--- src/rtl/seg_pkg.sv ---
// Shared types and constants for the seven-segment display mux.
// Segment patterns are active-high, bit0 = a ... bit6 = g.
package seg_pkg;

  typedef enum logic {
    BLANK = 1'b0,
    SHOW  = 1'b1
  } state_t;

  // All segments dark, in active-high terms.
  localparam logic [6:0] SEG_OFF = 7'h00;

  localparam logic [6:0] SEG_TABLE [16] = '{
    7'h3F, 7'h06, 7'h5B, 7'h4F, 7'h66, 7'h6D, 7'h7D, 7'h07,
    7'h7F, 7'h6F, 7'h77, 7'h7C, 7'h39, 7'h5E, 7'h79, 7'h71
  };

endpackage

--- src/rtl/seg_hex_decoder.sv ---
// Combinational hex-to-seven-segment decoder, active-high gfedcba.
// Polarity and registering are handled by the caller.
module seg_hex_decoder
  import seg_pkg::*;
(
  input  logic [3:0] hex,
  output logic [6:0] seg
);

  assign seg = SEG_TABLE[hex];

endmodule

--- src/rtl/seg_mux_driver.sv ---
// Time-multiplexed seven-segment driver: each slot is a dark blanking
// interval followed by a lit phase showing a snapshot of one digit.
//
// Handshake: none. The display inputs are sampled only on the edge that
// ends a blanking interval; the inputs may change freely at any other time.
module seg_mux_driver
  import seg_pkg::*;
#(
  parameter int NUM_DIGITS     = 4,
  parameter int DIV_COUNT      = 60000,
  parameter int BLANK_CYCLES   = 600,
  parameter int SEG_ACTIVE_LOW = 1,
  parameter int EN_ACTIVE_LOW  = 1
) (
  input  logic                    clk,
  input  logic                    reset,
  input  logic [4*NUM_DIGITS-1:0] digits,
  input  logic [NUM_DIGITS-1:0]   dp_in,
  input  logic [NUM_DIGITS-1:0]   digit_en,
  output logic [6:0]              seg,
  output logic                    dp,
  output logic [NUM_DIGITS-1:0]   en,
  output logic                    frame_start
);

  localparam int CNT_MAX = (DIV_COUNT > BLANK_CYCLES) ? DIV_COUNT : BLANK_CYCLES;
  localparam int CNT_W   = (CNT_MAX > 1) ? $clog2(CNT_MAX) : 1;
  localparam int IDX_W   = $clog2(NUM_DIGITS);

  localparam logic [CNT_W-1:0] BLANK_LAST = CNT_W'(BLANK_CYCLES - 1);
  localparam logic [CNT_W-1:0] DIV_LAST   = CNT_W'(DIV_COUNT - 1);
  localparam logic [IDX_W-1:0] IDX_LAST   = IDX_W'(NUM_DIGITS - 1);

  localparam logic                  SEG_INV  = (SEG_ACTIVE_LOW != 0);
  localparam logic                  EN_INV   = (EN_ACTIVE_LOW != 0);
  localparam logic [6:0]            SEG_DARK = SEG_OFF ^ {7{SEG_INV}};
  localparam logic                  DP_DARK  = SEG_INV;
  localparam logic [NUM_DIGITS-1:0] EN_NONE  = {NUM_DIGITS{EN_INV}};

  state_t           state, state_n;
  logic [CNT_W-1:0] cnt, cnt_n;
  logic [IDX_W-1:0] idx, idx_n;
  logic             load, unload;

  logic [3:0]            hex_sel;
  logic                  dp_sel;
  logic                  en_sel;
  logic [NUM_DIGITS-1:0] en_hot;
  logic [6:0]            seg_dec;

  // Explicit select loop keeps idx values beyond NUM_DIGITS-1 harmless.
  always_comb begin
    hex_sel = 4'h0;
    dp_sel  = 1'b0;
    en_sel  = 1'b0;
    en_hot  = '0;
    for (int i = 0; i < NUM_DIGITS; i++) begin
      if (idx == IDX_W'(i)) begin
        hex_sel   = digits[4*i +: 4];
        dp_sel    = dp_in[i];
        en_sel    = digit_en[i];
        en_hot[i] = 1'b1;
      end
    end
  end

  seg_hex_decoder u_dec (
    .hex (hex_sel),
    .seg (seg_dec)
  );

  always_ff @(posedge clk or posedge reset) begin
    if (reset) begin
      state <= BLANK;
      cnt   <= '0;
      idx   <= '0;
    end else begin
      state <= state_n;
      cnt   <= cnt_n;
      idx   <= idx_n;
    end
  end

  always_comb begin
    state_n = state;
    cnt_n   = cnt + 1'b1;
    idx_n   = idx;
    load    = 1'b0;
    unload  = 1'b0;
    case (state)
      BLANK: begin
        if (cnt == BLANK_LAST) begin
          state_n = SHOW;
          cnt_n   = '0;
          load    = 1'b1;
        end
      end
      SHOW: begin
        if (cnt == DIV_LAST) begin
          state_n = BLANK;
          cnt_n   = '0;
          unload  = 1'b1;
          idx_n   = (idx == IDX_LAST) ? '0 : idx + 1'b1;
        end
      end
      default: begin
        state_n = BLANK;
        cnt_n   = '0;
        idx_n   = '0;
      end
    endcase
  end

  // Output registers hold the snapshot for the whole lit phase.
  always_ff @(posedge clk or posedge reset) begin
    if (reset) begin
      seg         <= SEG_DARK;
      dp          <= DP_DARK;
      en          <= EN_NONE;
      frame_start <= 1'b0;
    end else begin
      frame_start <= 1'b0;
      if (load) begin
        seg         <= en_sel ? (seg_dec ^ {7{SEG_INV}}) : SEG_DARK;
        dp          <= (en_sel && dp_sel) ? ~DP_DARK : DP_DARK;
        en          <= en_sel ? (en_hot ^ EN_NONE) : EN_NONE;
        frame_start <= (idx == '0);
      end else if (unload) begin
        seg <= SEG_DARK;
        dp  <= DP_DARK;
        en  <= EN_NONE;
      end
    end
  end

endmodule

--- config.mk ---
export PLATFORM = sky130hd
export DESIGN_NAME = seg_mux_driver
export DESIGN_NICKNAME = d
export VERILOG_FILES = /design/src/rtl/seg_pkg.sv /design/src/rtl/seg_hex_decoder.sv /design/src/rtl/seg_mux_driver.sv
export SDC_FILE = /design/constraint.sdc
export NUM_CORES = 1
export LEC_CHECK = 0
export ABC_AREA = 1
export CORE_ASPECT_RATIO = 2
export CORE_MARGIN = 2
export CORE_UTILIZATION = 54
export CTS_CLUSTER_SIZE = 24
export DETAILED_ROUTE_END_ITERATION = 16
export HOLD_SLACK_MARGIN = 0.08
export PLACE_DENSITY = 0.84
export SETUP_SLACK_MARGIN = 0.05
export SYNTH_ARGS = -nofsm -noshare
export SYNTH_HDL_FRONTEND = slang
export SYNTH_HIERARCHICAL = 1
export SYNTH_SLANG_ARGS = --single-unit
--- constraint.sdc ---
create_clock -name clk -period 4.12 [get_ports clk]
set_clock_uncertainty 0.15 [all_clocks]
set_input_delay 0.412 -clock clk [delete_from_list [all_inputs] [get_ports clk]]
set_output_delay 0.412 -clock clk [all_outputs]
set_load 0.05 [all_outputs]
Word-level counts from Yosys, hierarchy flattened:

Memories as Yosys holds them, arrays and structs flattened.
Index checks and enable logic that the tools add are counted.

* register bits: 32
* ROM bits: 112
* bits of input ports: 26
* output and inout port bits: 13
* word-level logic and storage cells: 62
* memories kept: 1

Memories
* (no name shown): depth 16, width 7, rd ports 1, clocked after memory_dff 0, write ports 0, RTL line seg_hex_decoder.sv:10 `assign seg = SEG_TABLE[hex];`

* $add $sub $neg: 2
* order comparisons: 1
* equal/unequal tests: 5
* mux-type cells: 38
* bitwise logic cells: 4
* reduce and logical (&&, ||, !) cells: 4

Operator list (number)
* $mux 7: 5
* $mux 16: 2
* $pmux 16 s2: 1
* $mux 4: 7
* $mux 1: 21
* $add 16x1->16 const B: 1
* $eq 16x10->1 const B: 1
* $eq 16x16->1 const B: 1
* $not 7->7: 1
* $ge 5x5->1 const B: 1
* $not 4->5: 1
* $eq 2x2->1 const B: 2
* $not 4->4: 1
* $add 2x1->2 const B: 1
* $eq 2x1->1 const B: 1
* $logic_not 2->1: 1
* $mux 2: 1
* $pmux 1 s2: 1
* $reduce_and 2->1: 1
* $reduce_bool 2->1: 1
* $logic_and 1x1->1: 1
* $not 1->1: 1

Longest topological paths before layout:

* depth after elaboration: 12
* depth in mapped cells: 18
* mapped depth without buffers: 18

Cells and area by module:

Netlist, hierarchy kept.

By module, submodules not included
* seg_mux_driver: instances 1, cells an instance 272, area an instance 2035.7 sq um, sequential area each 815.8 sq um
* seg_hex_decoder: instances 1, cells an instance 52, area an instance 270.3 sq um, sequential area each 0.0 sq um

Worst setup path after synthesis:

No wires, ideal clock.

* kind: flip-flop to flip-flop
* from: reg idx[0]
* to: reg seg[3]
* library setup time: 72 ps
* arrival time: 2245 ps
* data required time: 3898 ps
* setup slack: 1653 ps
* stages on the path, launching flop included: 17
* buffers on the path: 1
* period minus slack after synthesis: 2467 ps
* cells stage by stage: dfrtp_1 > ha_1 > buf_2 > nor2_4 > nand2_1 > nand2_1 > o21ai_0 > o21ai_0 > inv_1 > ha_1 > nand2_1 > o21ai_0 > nand2_1 > nand2_1 > nand3_1 > nand2_1 > inv_1

* cells in the longest elaborated chain, start to end: 12
* elaborated cells on any way between the ends: 19
* classes of those cells: eq/ne (3); mux (12); bitwise (2); reduce/logical (1); memory (1)

RTL lines
* from (decl): RTL line seg_mux_driver.sv:42 `logic [IDX_W-1:0] idx, idx_n;`
* from (signal assigned): RTL line seg_mux_driver.sv:80 `idx <= idx_n;`
* $logic_not 2->1: RTL line seg_mux_driver.sv:58 `if (idx == IDX_W'(i)) begin`
* $mux 4 (3 in series): RTL line seg_mux_driver.sv:58
* $mux 4 *: RTL line seg_mux_driver.sv:58
* net hex_sel[1]: RTL line seg_mux_driver.sv:45 `logic [3:0] hex_sel;`
* $not 4->5 (not written as such) *: RTL line seg_hex_decoder.sv:10
* $mem_v2 16x7 *
* $mux 7 (not written as such) * (2 in series): RTL line seg_hex_decoder.sv:10
* net seg_dec[3]: RTL line seg_mux_driver.sv:49 `logic [6:0] seg_dec;`
* $not 7->7 (no source line) *
* $mux 7 *: RTL line seg_mux_driver.sv:124 `seg <= en_sel ? (seg_dec ^ {7{SEG_INV}}) : SEG_DARK;`
* $mux 7 *: RTL line seg_mux_driver.sv:123 `if (load) begin`
* to (signal assigned): RTL line seg_mux_driver.sv:124
* to (decl): RTL line seg_mux_driver.sv:20 `output logic [6:0] seg,`

Mark *: on every way through the listed nets, which the timed path passes. The rest lies on a longest branch. The select of a mux whose other input is x is not followed.
A chain may end at the register's enable or synchronous reset.

Worst setup path in the final report:

* from: reg idx[1]
* to: reg seg[3]

Same word-level chain as after synthesis.

==> flow_metrics.env <==
export IMPL_finalSetupViolCount=0
export IMPL_grt_overflow_total=0
export IMPL_endpoint_kind="flop"
export IMPL_grt_setup_unrepaired="no"
export IMPL_hold_viol=0
export IMPL_clockRootBuffer="clkbuf_8"
export IMPL_r2r_worst_path_cells=15
export IMPL_syn_avg_cell_area_sq_um=7.12
export IMPL_arrival_ns=3.04
export IMPL_p_comb_frac=0.088
export IMPL_grt_max_degree=29
export IMPL_cts_sinks=32
export IMPL_fin_util=0.688
export IMPL_ff2ff_setup_slack_ns=1.16
export IMPL_crit_chain="inv_1 -> ha_1 -> a21oi_1 -> nand2_1 -> o21ai_0 -> o21ai_0 -> inv_1 -> ha_1 -> nand2_1 -> o21ai_0 -> nand2_1 -> nand2_1 -> nand3_1 -> nand2_1 -> inv_1"
export IMPL_period_minus_slack_ns=2.96
export IMPL_worst_slew_pin_slew_ns=1.10
export IMPL_critPathMaxFanout=9
export IMPL_cts_buffers=5
export IMPL_port_buffers=38
export IMPL_grt_pass1_wl_microns=9540
export IMPL_die_h_microns=96.4
export IMPL_maxSlewViolCount=0
export IMPL_ys_seq_area_frac=0.354
export IMPL_ir_drop_v=0.000362
export IMPL_yosys_warnings=6
export IMPL_place_area_sq_um=2690
export IMPL_start_util=0.564
export IMPL_ant_nets=0
export IMPL_finalCritPeriodShare=0.718
export IMPL_ys_types=31
export IMPL_crit_end="seg[3]"
export IMPL_grt_antenna_before_repair=0
export IMPL_antenna_cells=0
export IMPL_cts_buffer_depth=2
export IMPL_cts_repair_resized=0
export IMPL_final_fill_count=343
export IMPL_viasPerCell=5.12
export IMPL_avgRoutedWirePerCell_microns=13.2
export IMPL_core_area_sq_um=4090
export IMPL_hold_buffers=0
export IMPL_crit_reg2reg_launch="idx[1]"
export IMPL_final_area_sq_um=2810
export IMPL_powerDensity_nw_per_um2=253
export IMPL_startpoint="idx[1]"
export IMPL_finalSetupTns_ns=0
export IMPL_clockPowerShare=0.470
export IMPL_synth_fp_nets=362
export IMPL_fmax_mhz=338
export IMPL_post_cts_buffers=0
export IMPL_worst_setup_path_type="flop to flop"
export IMPL_start_kind="flop"
export IMPL_drt_initial_drc_count=36
export IMPL_place_hpwl_microns=4220
export IMPL_ios=39
export IMPL_clkLatencyLatePin_ns=0.29
export IMPL_crit_top_cell="nand2_1"
export IMPL_htreeDepth=2
export IMPL_globalRouteTotalUtil=0.260
export IMPL_area_growth_pct=22.0
export IMPL_synth_ff_latch_count=32
export IMPL_max_stage_delay_ns=0.47
export IMPL_clkSlewWorstSetupHoldPaths_ns=0.07
export IMPL_drt_drc_violations_left=0
export IMPL_p_int_uw=560
export IMPL_drt_total_wl_microns=5480
export IMPL_cts_tree="built"
export IMPL_syn_inst=324
export IMPL_max_slew_margin_rel=0.266
export IMPL_maxCapViolCount=0
export IMPL_p_sw_uw=153
export IMPL_die_w_microns=50.2
export IMPL_power_frac_seq=0.441
export IMPL_dieArea_sq_um=4840
export IMPL_first_pass_iters=5
export IMPL_r2r_end="seg[3]"
export IMPL_p_leak_uw=0.00139
export IMPL_cp_slowest_cell="o21ai_0"
export IMPL_gp_congestion=0.890
export IMPL_fin_nets=399
export IMPL_netSwitchingFraction=0.215
export IMPL_num_rows=33
export IMPL_run_status="complete, no violations"
export IMPL_min_path_type="flop to flop"
export IMPL_grt_pass1_vias=2280
export IMPL_drive_gt1_frac=0.113
export IMPL_worstPathRequired_ns=4.20
export IMPL_syn_cell_area_sq_um=2310
export IMPL_vias=2121
==> routing by layer <==
metal,wire [microns],up-vias,global-route usage,share of wire
met1,1870,959,0.226,0.34
met4,196,0,0.160,0.036
met5,0,-,0,0
li1,-,1075,-,-
met3,159,16,0.0215,0.029
met2,3250,71,0.538,0.59
==> worst min path at each step <==
stage | from | to | slack (ns) | depth (start not counted)
6_report | cnt[0] | cnt[0] | 0.32 | 1
5_1_grt | cnt[0] | cnt[0] | 0.34 | 1
4_1_cts | cnt[0] | cnt[0] | 0.32 | 1
3_5_place_dp | cnt[0] | cnt[0] | 0.31 | 1
3_3_place_gp | cnt[0] | cnt[0] | 0.30 | 1
2_1_floorplan | cnt[0] | cnt[0] | 0.28 | 1
==> flip-flops by register name, indices dropped and copies added, names as in the netlist <==
register     cells
idx              2
state            1
cnt             16
dp               1
en               4
frame_start      1
seg              7
==> through the flow <==
| stage | setup slack (ns) | power [uW] | cells | hold WS [ns] |
|---|---|---|---|---|
| 2_1_floorplan | 1.65 | 350 | 324 | 0.283 |
| 3_3_place_gp | 1.39 | 382 | 406 | 0.297 |
| 4_1_cts | 1.18 | 719 | 414 | 0.319 |
| 6_report | 1.16 | 713 | 414 | 0.316 |
| 5_1_grt | 0.959 | 739 | 414 | 0.336 |
| 3_5_place_dp | 1.22 | 382 | 406 | 0.310 |
==> cell type report <==
class                   instances  area [sq um]  area share
clock buffers                   7          96.3      0.0342
clock inverters                 1          30.0      0.0107
inverters                      45           170      0.0605
multi-input cells             237          1240       0.441
flip-flops and latches         32           816       0.290
well taps                      52          65.1      0.0231
repair buffers                 40           395       0.141
==> power by group through the flow <==
stage / sequential, uW / combinational, uW / clock (uW)
2_1_floorplan: 320 / 30.2 / 0
3_3_place_gp: 320 / 61.5 / 0
3_5_place_dp: 320 / 62.3 / 0
4_1_cts: 315 / 62.8 / 342
5_1_grt: 314 / 71.4 / 353
6_report: 315 / 63.0 / 335
==> worst max-delay path, delay by kind of cell, from the launching register on <==
kind / cells / cell delay [ns]
compound gates: 4 / 0.78
buf+inv: 3 / 0.37
simple gates: 6 / 0.45
flops: 1 / 0.41
fa+ha+maj: 2 / 0.74
==> kinds of logic (layout without fill, tap and decap cells) <==
group                    count (synthesis)  count (layout)  share of synthesized area
flip-flops                              32              32                      0.354
AO/OA/AOI/OAI                           24              24                     0.0543
XOR/XNOR                                10              10                     0.0380
buffers and inverters                   55              93                      0.108
adder cells (fa/ha/maj)                 12              12                     0.0651
AND/OR/NAND/NOR                        191             191                      0.381
==> cells in the mapped netlist, drive strengths merged <==
cell type / count / area share
buf: 9 / 0.033
nand3b: 10 / 0.033
xnor2: 4 / 0.015
clkbuf: 1 / 0.0016
dfstp: 12 / 0.14
nand3: 27 / 0.072
o21ai: 11 / 0.024
o21bai: 1 / 0.0033
clkinv: 2 / 0.0038
inv: 43 / 0.070
ha: 12 / 0.065
dfrtp: 20 / 0.22
a21boi: 1 / 0.0033
xor2: 6 / 0.023
and2: 1 / 0.0027
a21oi: 11 / 0.024
nand2: 91 / 0.15
nor3: 2 / 0.0065
nor2: 56 / 0.10
nand4: 4 / 0.011
==> placed cells by master, fill, tap and decap left out, drive strengths merged <==
master,count
a21boi,1
a21oi,11
and2,1
buf,2
bufinv,1
clkbuf,7
clkdlybuf4s50,38
clkinv,2
dfrtp,20
dfstp,12
ha,12
inv,43
nand2,91
nand3,27
nand3b,10
nand4,4
nor2,56
nor3,2
o21ai,11
o21bai,1
xnor2,4
xor2,6
No activity file was read; power rests on OpenSTA's default activity.
